File: src/rtl/control_sequencer.sv
`default_nettype none
// ----------------------------------------------------------------------------
// control_sequencer : multi-cycle FETCH/DECODE/EXEC/MEM/WB control FSM
// Revision 1.0
// ----------------------------------------------------------------------------
module control_sequencer #(
  parameter int TIMEOUT_CYC     = 16,
  parameter int CNT_W           = 32,
  parameter int TRAP_ON_ILLEGAL = 1
) (
  input  logic             clk,
  input  logic             clr,
  input  logic [5:0]       opcode,
  input  logic [5:0]       funct,
  input  logic             F_zero,
  input  logic             mem_ready,
  output logic             mem_req,
  output logic             dmu_wen,
  output logic             pc_inc,
  output logic             pc_ld,
  output logic             ir_ld,
  output logic             write,
  output logic             reg_dst,
  output logic             mux_a,
  output logic             mux_b,
  output logic             mux_im_1,
  output logic [1:0]       mux_im_2,
  output logic [1:0]       bus_sel,
  output logic [1:0]       alu_op,
  output logic             halted,
  output logic             trap,
  output logic [1:0]       trap_code,
  output logic [CNT_W-1:0] instr_retired
);

  localparam logic [5:0] c_op_rtype = 6'h00;
  localparam logic [5:0] c_op_addi  = 6'h08;
  localparam logic [5:0] c_op_lui   = 6'h0F;
  localparam logic [5:0] c_op_lw    = 6'h23;
  localparam logic [5:0] c_op_sw    = 6'h2B;
  localparam logic [5:0] c_op_beq   = 6'h04;
  localparam logic [5:0] c_op_j     = 6'h02;
  localparam logic [5:0] c_op_halt  = 6'h3F;

  localparam logic [7:0] c_wait_limit = 8'(TIMEOUT_CYC - 1);
  localparam logic [CNT_W-1:0] c_one  = {{(CNT_W-1){1'b0}}, 1'b1};

  typedef enum logic [2:0] {
    S_FETCH  = 3'd0,
    S_DECODE = 3'd1,
    S_EXEC   = 3'd2,
    S_MEM    = 3'd3,
    S_WB     = 3'd4,
    S_HALT   = 3'd5,
    S_TRAP   = 3'd6
  } state_t;

  state_t           r_state;
  state_t           w_next;
  logic [7:0]       r_wait_cnt;
  logic [CNT_W-1:0] r_retired;
  logic [1:0]       r_trap_code;
  logic [1:0]       w_next_trap_code;

  logic w_is_r, w_is_addi, w_is_lui, w_is_lw, w_is_sw, w_is_beq, w_is_j, w_is_halt;
  logic w_funct_ok, w_legal, w_illegal_traps;
  logic [1:0] w_alu_r;
  logic w_in_wait, w_enter_wait, w_wait_expired;

  generate
    if (TRAP_ON_ILLEGAL != 0) begin : g_illegal_trap
      assign w_illegal_traps = 1'b1;
    end else begin : g_illegal_nop
      assign w_illegal_traps = 1'b0;
    end
  endgenerate

  assign w_is_r    = (opcode == c_op_rtype);
  assign w_is_addi = (opcode == c_op_addi);
  assign w_is_lui  = (opcode == c_op_lui);
  assign w_is_lw   = (opcode == c_op_lw);
  assign w_is_sw   = (opcode == c_op_sw);
  assign w_is_beq  = (opcode == c_op_beq);
  assign w_is_j    = (opcode == c_op_j);
  assign w_is_halt = (opcode == c_op_halt);

  always_comb begin
    w_alu_r    = 2'b00;
    w_funct_ok = 1'b1;
    case (funct)
      6'h20:   w_alu_r = 2'b00;
      6'h22:   w_alu_r = 2'b01;
      6'h24:   w_alu_r = 2'b10;
      6'h25:   w_alu_r = 2'b11;
      default: w_funct_ok = 1'b0;
    endcase
  end

  assign w_legal = (w_is_r && w_funct_ok) || w_is_addi || w_is_lui || w_is_lw ||
                   w_is_sw || w_is_beq || w_is_j || w_is_halt;

  // The limit is reached on the TIMEOUT_CYC-th consecutive not-ready cycle.
  assign w_wait_expired = (r_wait_cnt == c_wait_limit) && !mem_ready;
  assign w_in_wait      = (r_state == S_FETCH) || (r_state == S_MEM);
  assign w_enter_wait   = ((w_next == S_FETCH) || (w_next == S_MEM)) && (w_next != r_state);

  always_comb begin
    w_next           = r_state;
    w_next_trap_code = r_trap_code;
    case (r_state)
      S_FETCH: begin
        if (mem_ready) begin
          w_next = S_DECODE;
        end else if (w_wait_expired) begin
          w_next           = S_TRAP;
          w_next_trap_code = 2'b01;
        end
      end
      S_DECODE: begin
        if (w_is_halt) begin
          w_next = S_HALT;
        end else if (w_is_j) begin
          w_next = S_FETCH;
        end else if (!w_legal) begin
          if (w_illegal_traps) begin
            w_next           = S_TRAP;
            w_next_trap_code = 2'b11;
          end else begin
            w_next = S_FETCH;
          end
        end else begin
          w_next = S_EXEC;
        end
      end
      S_EXEC: begin
        if (w_is_lw || w_is_sw) begin
          w_next = S_MEM;
        end else if (w_is_beq) begin
          w_next = S_FETCH;
        end else begin
          w_next = S_WB;
        end
      end
      S_MEM: begin
        if (mem_ready) begin
          w_next = w_is_sw ? S_FETCH : S_WB;
        end else if (w_wait_expired) begin
          w_next           = S_TRAP;
          w_next_trap_code = 2'b10;
        end
      end
      S_WB:    w_next = S_FETCH;
      default: w_next = r_state;
    endcase
  end

  always_ff @(posedge clk or posedge clr) begin
    if (clr) begin
      r_state     <= S_FETCH;
      r_wait_cnt  <= 8'd0;
      r_retired   <= '0;
      r_trap_code <= 2'b00;
    end else begin
      r_state     <= w_next;
      r_trap_code <= w_next_trap_code;
      if (w_enter_wait) begin
        r_wait_cnt <= 8'd0;
      end else if (w_in_wait && !mem_ready) begin
        r_wait_cnt <= r_wait_cnt + 8'd1;
      end
      // Every return to FETCH completes an instruction; waiting in FETCH does not.
      if ((w_next == S_FETCH) && (r_state != S_FETCH)) begin
        r_retired <= r_retired + c_one;
      end
    end
  end

  always_comb begin
    mem_req  = 1'b0;
    dmu_wen  = 1'b0;
    pc_inc   = 1'b0;
    pc_ld    = 1'b0;
    ir_ld    = 1'b0;
    write    = 1'b0;
    reg_dst  = 1'b0;
    mux_a    = 1'b0;
    mux_b    = 1'b0;
    mux_im_1 = 1'b0;
    mux_im_2 = 2'b00;
    bus_sel  = 2'b00;
    alu_op   = 2'b00;
    halted   = 1'b0;
    trap     = 1'b0;
    case (r_state)
      S_FETCH: begin
        mem_req = 1'b1;
        bus_sel = 2'b00;
        ir_ld   = mem_ready;
        pc_inc  = mem_ready;
      end
      S_DECODE: begin
        mux_a = 1'b0;
        mux_b = 1'b0;
        pc_ld = w_is_j;
      end
      S_EXEC: begin
        if (w_is_r) begin
          alu_op = w_alu_r;
        end
        if (w_is_addi || w_is_lw || w_is_sw) begin
          mux_im_2 = 2'b01;
          alu_op   = 2'b00;
        end
        if (w_is_lui) begin
          mux_im_1 = 1'b1;
          mux_im_2 = 2'b10;
          alu_op   = 2'b10;
        end
        if (w_is_beq) begin
          alu_op = 2'b01;
          pc_ld  = F_zero;
        end
      end
      S_MEM: begin
        mem_req = 1'b1;
        dmu_wen = w_is_sw;
      end
      S_WB: begin
        write   = 1'b1;
        bus_sel = w_is_lw ? 2'b01 : 2'b10;
        reg_dst = w_is_r;
      end
      S_HALT:  halted = 1'b1;
      S_TRAP:  trap   = 1'b1;
      default: ;
    endcase
  end

  assign trap_code     = r_trap_code;
  assign instr_retired = r_retired;

endmodule
`default_nettype wire

File: config.mk
export PLATFORM = sky130hd
export DESIGN_NAME = control_sequencer
export DESIGN_NICKNAME = d
export VERILOG_FILES = /design/src/rtl/control_sequencer.sv
export SDC_FILE = /design/constraint.sdc
export NUM_CORES = 1
export LEC_CHECK = 0
export ABC_AREA = 1
export CAP_MARGIN = 20
export CORE_UTILIZATION = 28
export DETAILED_ROUTE_END_ITERATION = 6
export REMOVE_ABC_BUFFERS = 1
export SLEW_MARGIN = 20
export SYNTH_ARGS = -nofsm -noshare
export SYNTH_HDL_FRONTEND = slang
export SYNTH_SLANG_ARGS = --single-unit
File: constraint.sdc
create_clock -name clk -period 2.45 [get_ports clk]
set_input_delay 0.49 -clock clk [delete_from_list [all_inputs] [get_ports clk]]
set_output_delay 0.49 -clock clk [all_outputs]
set_load 0.02 [all_outputs]
==> flow_summary.json, run 1 <==
{
  "areaGrowthSynthToFinish_pct": 32.8,
  "finalWeightedCongestion": 0.933,
  "setup_viol": 0,
  "grt_use_total": 0.142,
  "ys_ff_latch": 45,
  "ys_warn_count": 0,
  "clockBufferDepth": 2,
  "grt_pass1_vias": 3161,
  "vias": 3180,
  "grt_pass1_wl_um": 14600,
  "violations": "DRC",
  "cts_tree": "done",
  "syn_area_sq_um": 3330,
  "peakVddDrop_v": 0.000481,
  "grt_antenna_before_repair": 0,
  "cap_viol_max_count": 0,
  "endpoint_kind": "primary output",
  "start_util": 0.289,
  "syn_inst": 459,
  "outcome": "finished, violations left",
  "worstSetupPathType": "in -> out",
  "finalMaxSlewViolations": 0,
  "routed_wl_um": 8450,
  "postCtsHoldBufs": 0,
  "worstHoldPathType": "reg -> reg",
  "num_antenna_cells": 0,
  "worst_pin_slew_ps": 560,
  "p_per_area_nw_per_um2": 843,
  "finalHoldViolations": 0,
  "rows": 39,
  "clock-root-buffer": "clkbuf_16",
  "dr.first_iter.drc_count": 129,
  "io_pins": 68,
  "synth_cell_types": 31,
  "clk_pin_slew_ps": 60,
  "power.leakage_nw": 2.13,
  "coreArea_sq_um": 11500,
  "die_area_sq_um": 12300,
  "place_hpwl_um": 6690,
  "portBuffers": 65,
  "dieWidth_um": 111,
  "fmax_mhz": 422,
  "cts_setup_buffers": 0,
  "max_slew_margin": 0.624,
  "avgSynthCellArea_sq_um": 7.25,
  "dominantRegCellSynth": "dfrtp_1",
  "cts.sinks": 45,
  "die_y_um": 111,
  "first_pass_iters": 6,
  "ys_async_sr_fraction": 1.00,
  "fin_tns_setup_ps": 0,
  "drcViolationCount": 14,
  "cp.arrival_ps": 1880,
  "final.period_utilization": 0.967,
  "place_inst": 682,
  "finalClockSkew_ps": 4.85,
  "layout-drive-gt1-share": 0.183,
  "yosysSeqAreaShare": 0.338,
  "crit_path_max_fanout": 4,
  "grt_max_degree": 25,
  "via_per_inst": 4.61,
  "gr-total-overflow": 0,
  "timing.final.crit_period_ps": 2370,
  "cp-start-kind": "primary input",
  "wl_per_cell_um": 12.2,
  "cts_htree_levels": 2,
  "drtAntennaViolNets": 0,
  "finalNonFillerCells": 690,
  "rsz0062_at_grt": "false",
  "insertion_delay_ps": 280,
  "cts-buffers-inserted": 5,
  "final_net_count": 564,
  "synth_edf_count": 0,
  "required_ps": 1960
}
[logic make-up after synthesis]
| logic type | Yosys count | synth area share |
|---|---|---|
| AO/OA/AOI/OAI | 22 | 0.0369 |
| XOR/XNOR | 37 | 0.0974 |
| adder cells (fa/ha/maj) | 2 | 0.00752 |
| buffers and inverters | 56 | 0.0910 |
| flip-flops | 45 | 0.338 |
| multiplexers | 1 | 0.00301 |
| other | 1 | 0.00113 |
| AND/OR/NAND/NOR | 295 | 0.425 |
[power by group]
group / internal (mW) / switching (mW)
Clock: 0.432 / 0.277
Combinational: 0.808 / 1.25
Sequential: 0.837 / 0.119
Total: 2.08 / 1.65
[per-stage QoR]
stage               hold slack, ps  utilization  instance area, sq um  setup WS, ps  power, mW
floorplan                      542            -                  3200           319       2.25
global placement               519        0.372                  4280          -260       3.05
detailed placement             526        0.372                  4280          -301       3.07
CTS                            545        0.385                  4430          2.28       3.78
global route                   559        0.384                  4420          1.86       4.00
finish                         540        0.384                  4420          82.1       3.72
[per-layer routing]
| layer | vias up | GRT usage | part of all wire |
|---|---|---|---|
| li1 | 1624 | - | - |
| met3 | 17 | 0.0202 | 0.041 |
| met5 | - | 0 | 0 |
| met2 | 89 | 0.253 | 0.47 |
| met4 | 0 | 0.0411 | 0.019 |
| met1 | 1450 | 0.176 | 0.47 |
[placed cells by master (no fill, tap or decap), types with 6 or more instances in the layout]
cell,n
nand4_1,13
xor2_1,19
nand2_1,138
nor4_1,8
dfrtp_1,44
clkdlybuf4s50_1,51
buf_4,20
inv_2,6
nor3_1,12
xnor2_1,18
nor2_1,51
nand3_1,21
nand2_2,32
inv_1,38
a21oi_1,13
[flip-flops by register name (all words and copies together) (netlist names)]
name and cells:
r_state 3, r_wait_cnt 8, instr_retired 32, trap_code 2
[final timing paths]
check,startpoint,to,slack [ps],depth (start not counted)
max,opcode[4],mux_im_2[1],80,6
min,instr_retired[31],instr_retired[31],540,2
max reg2reg,instr_retired[0],instr_retired[26],410,8
min reg2reg,instr_retired[31],instr_retired[31],540,2
max in group asynchronous,clr,instr_retired[16],1380,3
min in group asynchronous,clr,r_wait_cnt[6],570,2
[Yosys cell counts, types with 3 or more instances]
cell type | number | area (sq um)
nand2_1 | 138 | 518
nor2_1 | 52 | 195
dfrtp_1 | 45 | 1130
inv_1 | 39 | 146
nand2_2 | 32 | 200
nand3_1 | 21 | 105
xor2_1 | 19 | 166
xnor2_1 | 18 | 158
a21oi_1 | 13 | 65.1
nand4_1 | 13 | 81.3
nor3_1 | 12 | 60.1
nor4_1 | 8 | 50.1
inv_2 | 5 | 18.8
nand2_4 | 5 | 56.3
o21ai_0 | 5 | 25.0
buf_12 | 4 | 80.1
buf_4 | 4 | 30.0
nor2_4 | 4 | 45.0
nand3_2 | 3 | 30.0
nor2_2 | 3 | 18.8
o21ai_2 | 3 | 26.3
[worst max-delay path, cell delays in order]
cell and delay [ps]:
clkdlybuf4s50_1 470, nor2_2 200, buf_4 140, nand2_1 100, nor2_1 160, clkdlybuf4s15_1 320
[timing repair]
item,in CTS,in global routing
gates resized for setup,13,20
endpoints found under the setup margin,10,12
pin swaps,0,0
cloned,0,0
[layout make-up]
class / count / area (sq um)
clock inverters: 1 / 5.00
fillers: 1245 / 7100
repair buffers: 90 / 877
flip-flops and latches: 45 / 1130
multi-input cells: 359 / 1900
well taps: 143 / 179
inverters: 45 / 171
clock buffers: 7 / 153
No activity file was read; power rests on OpenSTA's default activity.
==> inputs of run 2 (changes only) <==
--- a/config.mk
+++ b/config.mk
@@ -7,6 +7,7 @@
 export LEC_CHECK = 0
 export ABC_AREA = 1
 export CAP_MARGIN = 20
+export CORE_ASPECT_RATIO = 1.2
 export CORE_UTILIZATION = 28
 export DETAILED_ROUTE_END_ITERATION = 6
 export REMOVE_ABC_BUFFERS = 1
==> flow_summary.json, run 2 (same netlist as run 1, synthesis figures left out) <==
{
  "outcome": "completed",
  "insertion_delay_ps": 290,
  "wl_per_cell_um": 12.5,
  "first_pass_iters": 4,
  "cts.sinks": 45,
  "gr-total-overflow": 0,
  "start_util": 0.288,
  "areaGrowthSynthToFinish_pct": 33.6,
  "required_ps": 1960,
  "vias": 3176,
  "finalHoldViolations": 0,
  "fin_tns_setup_ps": 0,
  "grt_use_total": 0.152,
  "rsz0062_at_grt": "true",
  "dieWidth_um": 102,
  "cap_viol_max_count": 0,
  "setup_viol": 0,
  "peakVddDrop_v": 0.000631,
  "clock-root-buffer": "clkbuf_16",
  "total_power_mw": 3.82,
  "regArea_sq_um": 1130,
  "p_per_area_nw_per_um2": 859,
  "cts-buffers-inserted": 5,
  "drtAntennaViolNets": 0,
  "grt_antenna_before_repair": 0,
  "place_ws_ps": -266,
  "finalClockSkew_ps": 7.04,
  "place_hpwl_um": 6800,
  "r2r_slack_ps": 420,
  "layout-drive-gt1-share": 0.184,
  "largest_reg_flops": 32,
  "io_pins": 68,
  "die_area_sq_um": 12300,
  "clockBufferDepth": 2,
  "timing.final.crit_period_ps": 2370,
  "fmax_mhz": 423,
  "finalWeightedCongestion": 0.907,
  "grt_max_degree": 28,
  "nFillCells": 1234,
  "post_dp_cell_area_sq_um": 4270,
  "power.leakage_nw": 2.12,
  "routed_wl_um": 8810,
  "worstHoldPathType": "in -> async",
  "drcViolationCount": 0,
  "grt_pass1_vias": 3236,
  "worstSetupPathType": "in -> out",
  "cts_tree": "done",
  "worst_slack_ps": 84.0,
  "final_common_cell": "nand2_1",
  "cts_htree_levels": 2,
  "cp-start-kind": "primary input",
  "multi_input_area_sq_um": 1910,
  "final_net_count": 565,
  "rows": 43,
  "cts_setup_buffers": 0,
  "endpoint_kind": "primary output",
  "cp.arrival_ps": 1880,
  "coreArea_sq_um": 11600,
  "mostFrequentLayoutCells": "138 x nand2_1, 52 x clkdlybuf4s50_1, 49 x nor2_1, 45 x dfrtp_1, 38 x inv_1",
  "crit_path_max_fanout": 4,
  "num_antenna_cells": 0,
  "finish.utilization": 0.384,
  "final.period_utilization": 0.966,
  "grt_pass1_wl_um": 14900,
  "dr.first_iter.drc_count": 127,
  "finalMaxSlewViolations": 0,
  "via_per_inst": 4.50,
  "final_cell_area_sq_um": 4440,
  "portBuffers": 65,
  "clk_pin_slew_ps": 60,
  "die_y_um": 121
}
-- run 2: changes by cell type in the layout (fill, tap and decap cells not counted) --
cell / delta
inv_6: +1
buf_4: +4
nor2_2: +2
dfrtp_2: -1
bufinv_16: +2
buf_12: -3
clkdlybuf4s50_1: +1
inv_4: -1
nor2_1: -2
dfrtp_1: +1
buf_2: -1
dlymetal6s2s_1: -1
clkbuf_8: -2
dlygate4sd2_1: +1
-- run 2: layer usage --
layer | GRT usage | up-vias | wire length, um
li1 | - | 1617 | -
met5 | 0 | - | 0
met1 | 0.184 | 1438 | 3860
met4 | 0.0598 | 0 | 239
met3 | 0.0288 | 17 | 567
met2 | 0.261 | 104 | 4140
-- run 2: where the power goes --
part / internal [mW] / total [mW] / switching [mW] / leakage (nW)
clock network: 0.583 / 0.877 / 0.294 / 0.0938
registers: 0.835 / 0.955 / 0.120 / 0.610
logic: 0.719 / 1.99 / 1.27 / 1.42
total: 2.14 / 3.82 / 1.68 / 2.12
-- run 2: timing repair --
| item | in CTS | in global routing |
|---|---|---|
| gates resized for setup | 10 | 20 |
| setup endpoints to repair | 10 | 36 |
| pin swaps | 0 | 1 |
| hold buffers | 0 | 0 |
-- run 2: critical path, stage by stage --
cell and delay [ps]:
clkdlybuf4s50_1 510, nand2_1 130, nor2_2 150, nand2_1 120
nor2_1 130, dlygate4sd2_1 340
-- run 2: cell type report --
class / instances / area share
Multi-Input combinational cell: 359 / 0.430
Sequential cell: 45 / 0.253
Timing Repair Buffer: 91 / 0.191
Tap cell: 157 / 0.0442
Inverter: 45 / 0.0391
Clock buffer: 5 / 0.0282
Clock inverter: 3 / 0.0146
-- run 2: metrics by stage --
step           std cells  hold WS (ps)
5_1_grt              705           542
2_1_floorplan        449           542
6_report             705           501
3_3_place_gp         697           526
3_5_place_dp         697           520
4_1_cts              705           524
-- run 2: path summary, 6_finish.rpt --
path / from / cells past startpoint / to
worst max-delay path: opcode[0] / 6 / mux_im_2[1]
worst min-delay path: clr / 2 / r_wait_cnt[6]
worst max register to register: instr_retired[0] / 8 / instr_retired[26]
worst min register to register: trap_code[1] / 2 / trap_code[1]
max in group asynchronous: clr / 3 / instr_retired[16]
min in group clk: trap_code[1] / 2 / trap_code[1]
